[src/rtl/uart_boot_loader.sv]
// uart_boot_loader: holds the CPU in reset while a framed program image
// arrives over the UART. Bytes are packed little-endian into 32-bit words and
// written to instruction memory. The CPU is released only after the frame's
// checksum matches.
//
// state    | meaning
// ---------+--------------------------------------------------------------
// S_IDLE   | waiting for SYNC_BYTE, CPU held
// S_LEN_LO | expecting low byte of word count
// S_LEN_HI | expecting high byte of word count, range-checked here
// S_DATA   | assembling and writing words
// S_CSUM   | expecting checksum of all data bytes
// S_RUN    | CPU released, only reload is honoured
module uart_boot_loader #(
   parameter int          ADDR_W      = 10,
   parameter logic [7:0]  SYNC_BYTE   = 8'hA5,
   parameter int          TIMEOUT_CYC = 100000
) (
   input  logic              clk,
   input  logic              reset,
   input  logic              rx_valid,
   input  logic [7:0]        rx_data,
   input  logic              reload,
   output logic              imem_we,
   output logic [ADDR_W-1:0] imem_addr,
   output logic [31:0]       imem_wdata,
   output logic              cpu_reset,
   output logic              busy,
   output logic              err,
   output logic [15:0]       words_loaded
);

   localparam int          TMR_W = $clog2(TIMEOUT_CYC + 1);
   localparam logic [16:0] DEPTH = 17'd1 << ADDR_W;

   typedef enum logic [2:0] {
      S_IDLE,
      S_LEN_LO,
      S_LEN_HI,
      S_DATA,
      S_CSUM,
      S_RUN
   } state_t;

   state_t           state;
   state_t           state_nxt;
   logic [7:0]       len_lo;
   logic [15:0]      len;
   logic [15:0]      len_full;
   logic [1:0]       byte_cnt;
   logic [31:0]      word_sr;
   logic [7:0]       csum;
   logic [TMR_W-1:0] tmr;
   logic             in_frame;
   logic             tmr_expire;
   logic             frame_start;
   logic             wr_word;
   logic             set_err;

   assign in_frame   = (state == S_LEN_LO) || (state == S_LEN_HI) ||
                       (state == S_DATA)   || (state == S_CSUM);
   // Timer counts down from TIMEOUT_CYC; terminal count 1 means this idle
   // cycle is the TIMEOUT_CYC-th since the last byte.
   assign tmr_expire = in_frame && !rx_valid && (tmr == TMR_W'(1));
   assign len_full   = {rx_data, len_lo};

   // State register.
   always_ff @(posedge clk) begin
      if (reset) begin
         state <= S_IDLE;
      end else begin
         state <= state_nxt;
      end
   end

   // Next-state decode and per-cycle control strobes.
   always_comb begin
      state_nxt   = state;
      frame_start = 1'b0;
      wr_word     = 1'b0;
      set_err     = 1'b0;
      case (state)
         S_IDLE: begin
            if (rx_valid && (rx_data == SYNC_BYTE)) begin
               state_nxt   = S_LEN_LO;
               frame_start = 1'b1;
            end
         end
         S_LEN_LO: begin
            if (rx_valid) begin
               state_nxt = S_LEN_HI;
            end
         end
         S_LEN_HI: begin
            if (rx_valid) begin
               if ({1'b0, len_full} > DEPTH) begin
                  state_nxt = S_IDLE;
                  set_err   = 1'b1;
               end else if (len_full == 16'd0) begin
                  state_nxt = S_CSUM;
               end else begin
                  state_nxt = S_DATA;
               end
            end
         end
         S_DATA: begin
            if (rx_valid && (byte_cnt == 2'd3)) begin
               wr_word = 1'b1;
               if ((words_loaded + 16'd1) == len) begin
                  state_nxt = S_CSUM;
               end
            end
         end
         S_CSUM: begin
            if (rx_valid) begin
               if (rx_data == csum) begin
                  state_nxt = S_RUN;
               end else begin
                  state_nxt = S_IDLE;
                  set_err   = 1'b1;
               end
            end
         end
         S_RUN: begin
            // reload takes priority; any byte on the same cycle is dropped.
            if (reload) begin
               state_nxt = S_IDLE;
            end
         end
         default: begin
            state_nxt = S_IDLE;
         end
      endcase
      if (tmr_expire) begin
         state_nxt = S_IDLE;
         set_err   = 1'b1;
      end
   end

   // Frame datapath: length capture, word assembly, checksum, timer, outputs.
   always_ff @(posedge clk) begin
      if (reset) begin
         len_lo       <= '0;
         len          <= '0;
         byte_cnt     <= '0;
         word_sr      <= '0;
         csum         <= '0;
         tmr          <= '0;
         imem_we      <= 1'b0;
         imem_addr    <= '0;
         imem_wdata   <= '0;
         cpu_reset    <= 1'b1;
         busy         <= 1'b1;
         err          <= 1'b0;
         words_loaded <= '0;
      end else begin
         imem_we   <= wr_word;
         cpu_reset <= (state_nxt != S_RUN);
         busy      <= (state_nxt != S_RUN);

         if (wr_word) begin
            imem_addr    <= words_loaded[ADDR_W-1:0];
            imem_wdata   <= {rx_data, word_sr[31:8]};
            words_loaded <= words_loaded + 16'd1;
         end

         if (frame_start) begin
            err          <= 1'b0;
            words_loaded <= '0;
            byte_cnt     <= '0;
            word_sr      <= '0;
            csum         <= '0;
         end else if (set_err) begin
            err <= 1'b1;
         end

         if (frame_start || (in_frame && rx_valid)) begin
            tmr <= TMR_W'(TIMEOUT_CYC);
         end else if (in_frame) begin
            tmr <= tmr - TMR_W'(1);
         end

         if ((state == S_LEN_LO) && rx_valid) begin
            len_lo <= rx_data;
         end
         if ((state == S_LEN_HI) && rx_valid) begin
            len <= len_full;
         end

         // First byte of a word ends up in [7:0] after four right shifts.
         if ((state == S_DATA) && rx_valid) begin
            word_sr  <= {rx_data, word_sr[31:8]};
            byte_cnt <= byte_cnt + 2'd1;
            csum     <= csum + rx_data;
         end
      end
   end

endmodule

[config.mk]
export PLATFORM = sky130hd
export DESIGN_NAME = uart_boot_loader
export DESIGN_NICKNAME = d
export VERILOG_FILES = /design/src/rtl/uart_boot_loader.sv
export SDC_FILE = /design/constraint.sdc
export NUM_CORES = 1
export LEC_CHECK = 0
export CAP_MARGIN = 20
export CELL_PAD_IN_SITES_DETAIL_PLACEMENT = 0
export CELL_PAD_IN_SITES_GLOBAL_PLACEMENT = 1
export CORE_MARGIN = 4
export CORE_UTILIZATION = 35
export CTS_CLUSTER_DIAMETER = 200
export DETAILED_ROUTE_END_ITERATION = 16
export GPL_TIMING_DRIVEN = 0
export PLACE_DENSITY = 0.81
export SYNTH_ARGS = -nofsm -noshare
export SYNTH_HDL_FRONTEND = slang
export SYNTH_SLANG_ARGS = --single-unit
[constraint.sdc]
create_clock -name clk -period 2.3 [get_ports clk]
set_clock_uncertainty 0.15 [all_clocks]
set_input_delay 0.23 -clock clk [delete_from_list [all_inputs] [get_ports clk]]
set_output_delay 0.23 -clock clk [all_outputs]
set_load 0.02 [all_outputs]
==> impl_results.md <==
* Commonest non-fill, non-tap cell in the layout: nand2_1
* Worst skew pair latency at 0.43 ns
* Number of global-route vias before repair at 5387
* Slew headroom at 38.3%
* Internal power at 4.23 mW
* Clock power frac at 53.0%
* Vias post-DR at 5721
* Total Power at 5.43 mW
* Die ar. at 20200 µm²
* Largest net degree at the start of global routing at 17
* Place WS at -0.718 ns
* Peak supply drop at 0.613 mV
* Final ANT Viol Nets at 0
* Core Box Area at 17500 µm²
* CTS tree: yes
* ANT cells at 0
* Die width at 142 µm
* 1st-iter DRT viols at 300
* Io pins at 74
* Startpoint Class: flip-flop
* Final setup viols at 0
* Yosys reg bits at 139
* H-tree levels at 4
* Floorplan row count at 48
* CTS buffer count at 17
* Syn_nets at 819
* Fmax at 441 MHz
* Syn-to-layout area delta at 28.8%
* Grt total ovfl at 0
* Primary FF master, synth: dfxtp_1
* Port Buf Inserts at 72
* Clock sink total at 139
* Synth async-reset ratio at 0%
* Post-synthesis cell count at 795
* Least-Margin Pin Slew at 0.919 ns
* 1st-pass router iterations at 5
* Pleak at 2.76 nW
* Fin. max-slew vios at 0
* Fin crit period at 2.27 ns
* Layout cell share with drive strength beyond 1 at 9.87%
* First-pass GRT wire length at 27900 µm
* Most frequent cells in the layout: 187 x nand2_1, 135 x dfxtp_1, 117 x a21oi_1, 65 x clkdlybuf4s50_1, 47 x nand3_1
* Register share of total power at 44.3%
* Crit. End Element: flip-flop
* Post-layout nets at 913
* Die H at 142 µm
* MaxCap Viol Count at 0
* PnR worst setup slack at 0.0319 ns
* Synth unique cells at 66
* Hpwl dp at 12200 µm
* Combinational power share at 2.6%
* Starting Density at 36.1%
* Syn avg cell area at 7.93 µm²
* Switching share of power at 22.1%
* Avg WL per Cell at 15.3 µm
* Worst EP arrival at 2.43 ns
* Yosys warning count at 0
* Residual DRC at 0
* Power density over the cells at 669 nW/µm²
* Post-synth EDFFs at 0
* Initial antenna violation count at 0
* Psw at 1.20 mW
* DRT Wirelength at 17300 µm
* Endpoints failing hold at 0
* Total GRT Usage at 17.1%
* Crit share post-route at 98.6%
* Vias/cell at 5.08
* Critical path type: reg -> reg
* GP Congestion at 0.844
* Register area share after synthesis at 44.1%
* Worst Hold Class: in -> reg
* CTS max path bufs at 2
* Clk root buf: clkbuf_16
* Status: complete, no violations
* Clock Pin Slew Worst Setup and Hold Paths at 0.07 ns
* Critical Path RT at 2.46 ns
* RSZ-0062 raised after global routing: true
* Final design utilization at 46.4%
* Mapped Area at 6300 µm²
* CP max FO at 6
## area by class of cell
type	count	area, µm²
Buffer	55	260
Clock buffer	21	460
Clock inverter	11	158
Fill cell	1777	9360
Inverter	10	37.5
Multi-Input combinational cell	589	3380
Sequential cell	139	2790
Tap cell	225	282
Timing Repair Buffer	77	749
## worst paths after layout
path	from	endpoint	slack [ns]	depth (start not counted)
worst max-delay path	words_loaded[7]$_SDFFE_PP0P_	busy$_SDFF_PP1_	0.03	7
worst min-delay path	rx_data[6]	word_sr[30]$_SDFFE_PP0P_	0.07	3
worst max register to register	words_loaded[7]$_SDFFE_PP0P_	busy$_SDFF_PP1_	0.03	7
worst min register to register	imem_addr[0]$_SDFFE_PP0P_	imem_addr[0]$_SDFFE_PP0P_	0.30	2
## synth_stat cells (3+ instances only)
library cell	number	area, µm²
a21o_1	3	22.5
a21oi_1	118	591
a31oi_1	5	31.3
and2_1	4	25.0
and4_1	6	52.6
buf_1	3	11.3
buf_2	14	70.1
clkbuf_1	36	135
dfxtp_1	139	2780
ha_1	11	138
inv_1	10	37.5
nand2_1	188	706
nand2b_1	7	43.8
nand3_1	48	240
nand4_1	8	50.1
nor2_1	44	165
nor3_1	11	55.1
nor4_1	12	75.1
nor4b_1	3	26.3
o21ai_0	12	60.1
o31ai_1	3	22.5
or3_1	7	43.8
or4_1	5	37.5
xnor2_1	25	219
xor2_1	22	193
## kinds of logic after synthesis
group / Yosys count / share of synthesized area (%)
flip-flops: 139 / 44.1
AND/OR/NAND/NOR: 359 / 26.1
XOR/XNOR: 48 / 6.89
buffers and inverters: 67 / 4.62
multiplexers: 1 / 0.159
adder cells (fa/ha/maj): 12 / 2.50
AO/OA/AOI/OAI: 169 / 15.5
## through the flow
step	hold slack, ns	instance area [µm²]	TNS [ns]	instances
4_1_cts	0.126	8010	-0.0120	1124
2_1_floorplan	0.216	6300	0	795
3_3_place_gp	0.291	7310	-50.85	1092
6_report	0.0670	8120	0	1127
3_5_place_dp	0.296	7310	-53.05	1092
5_1_grt	0.0822	8120	-0.261	1127
## layer usage
metal / global-route usage [%] / share of wire (%)
met3: 3.46 / 4.0
met1: 23.3 / 49
met4: 4.95 / 1.2
met2: 27.5 / 46
met5: 0 / 0
## critical path, cell delays in order, from the launching register on
cell and delay, ns:
dfxtp_1 0.52, and4_4 0.32, a32oi_1 0.12, a311oi_1 0.28, nand4_1 0.13, buf_4 0.18
nor4_4 0.34, o21ai_1 0.12
## sequential cells by signal (all words and copies together) (netlist names)
name          count
len_lo            8
busy              1
tmr              17
word_sr          24
len              16
err               1
state             3
words_loaded     16
imem_we           1
byte_cnt          2
csum              8
imem_addr        10
imem_wdata       32
## what timing repair did
action	CTS	global route
gates resized for setup	30	25
setup endpoints to repair	82	77
hold buffers	0	0
gates cloned	0	0
pin swaps	3	2
buffers inserted	1	4
## power groups by stage
stage	logic, mW	registers, mW	clock network (mW)
after floorplan	0.0741	2.46	0
after global placement	0.144	2.46	0
after detailed placement	0.145	2.46	0
after CTS	0.142	2.41	2.92
after global routing	0.156	2.41	3.01
final	0.143	2.41	2.88
Power figures use the tool's default switching activity.
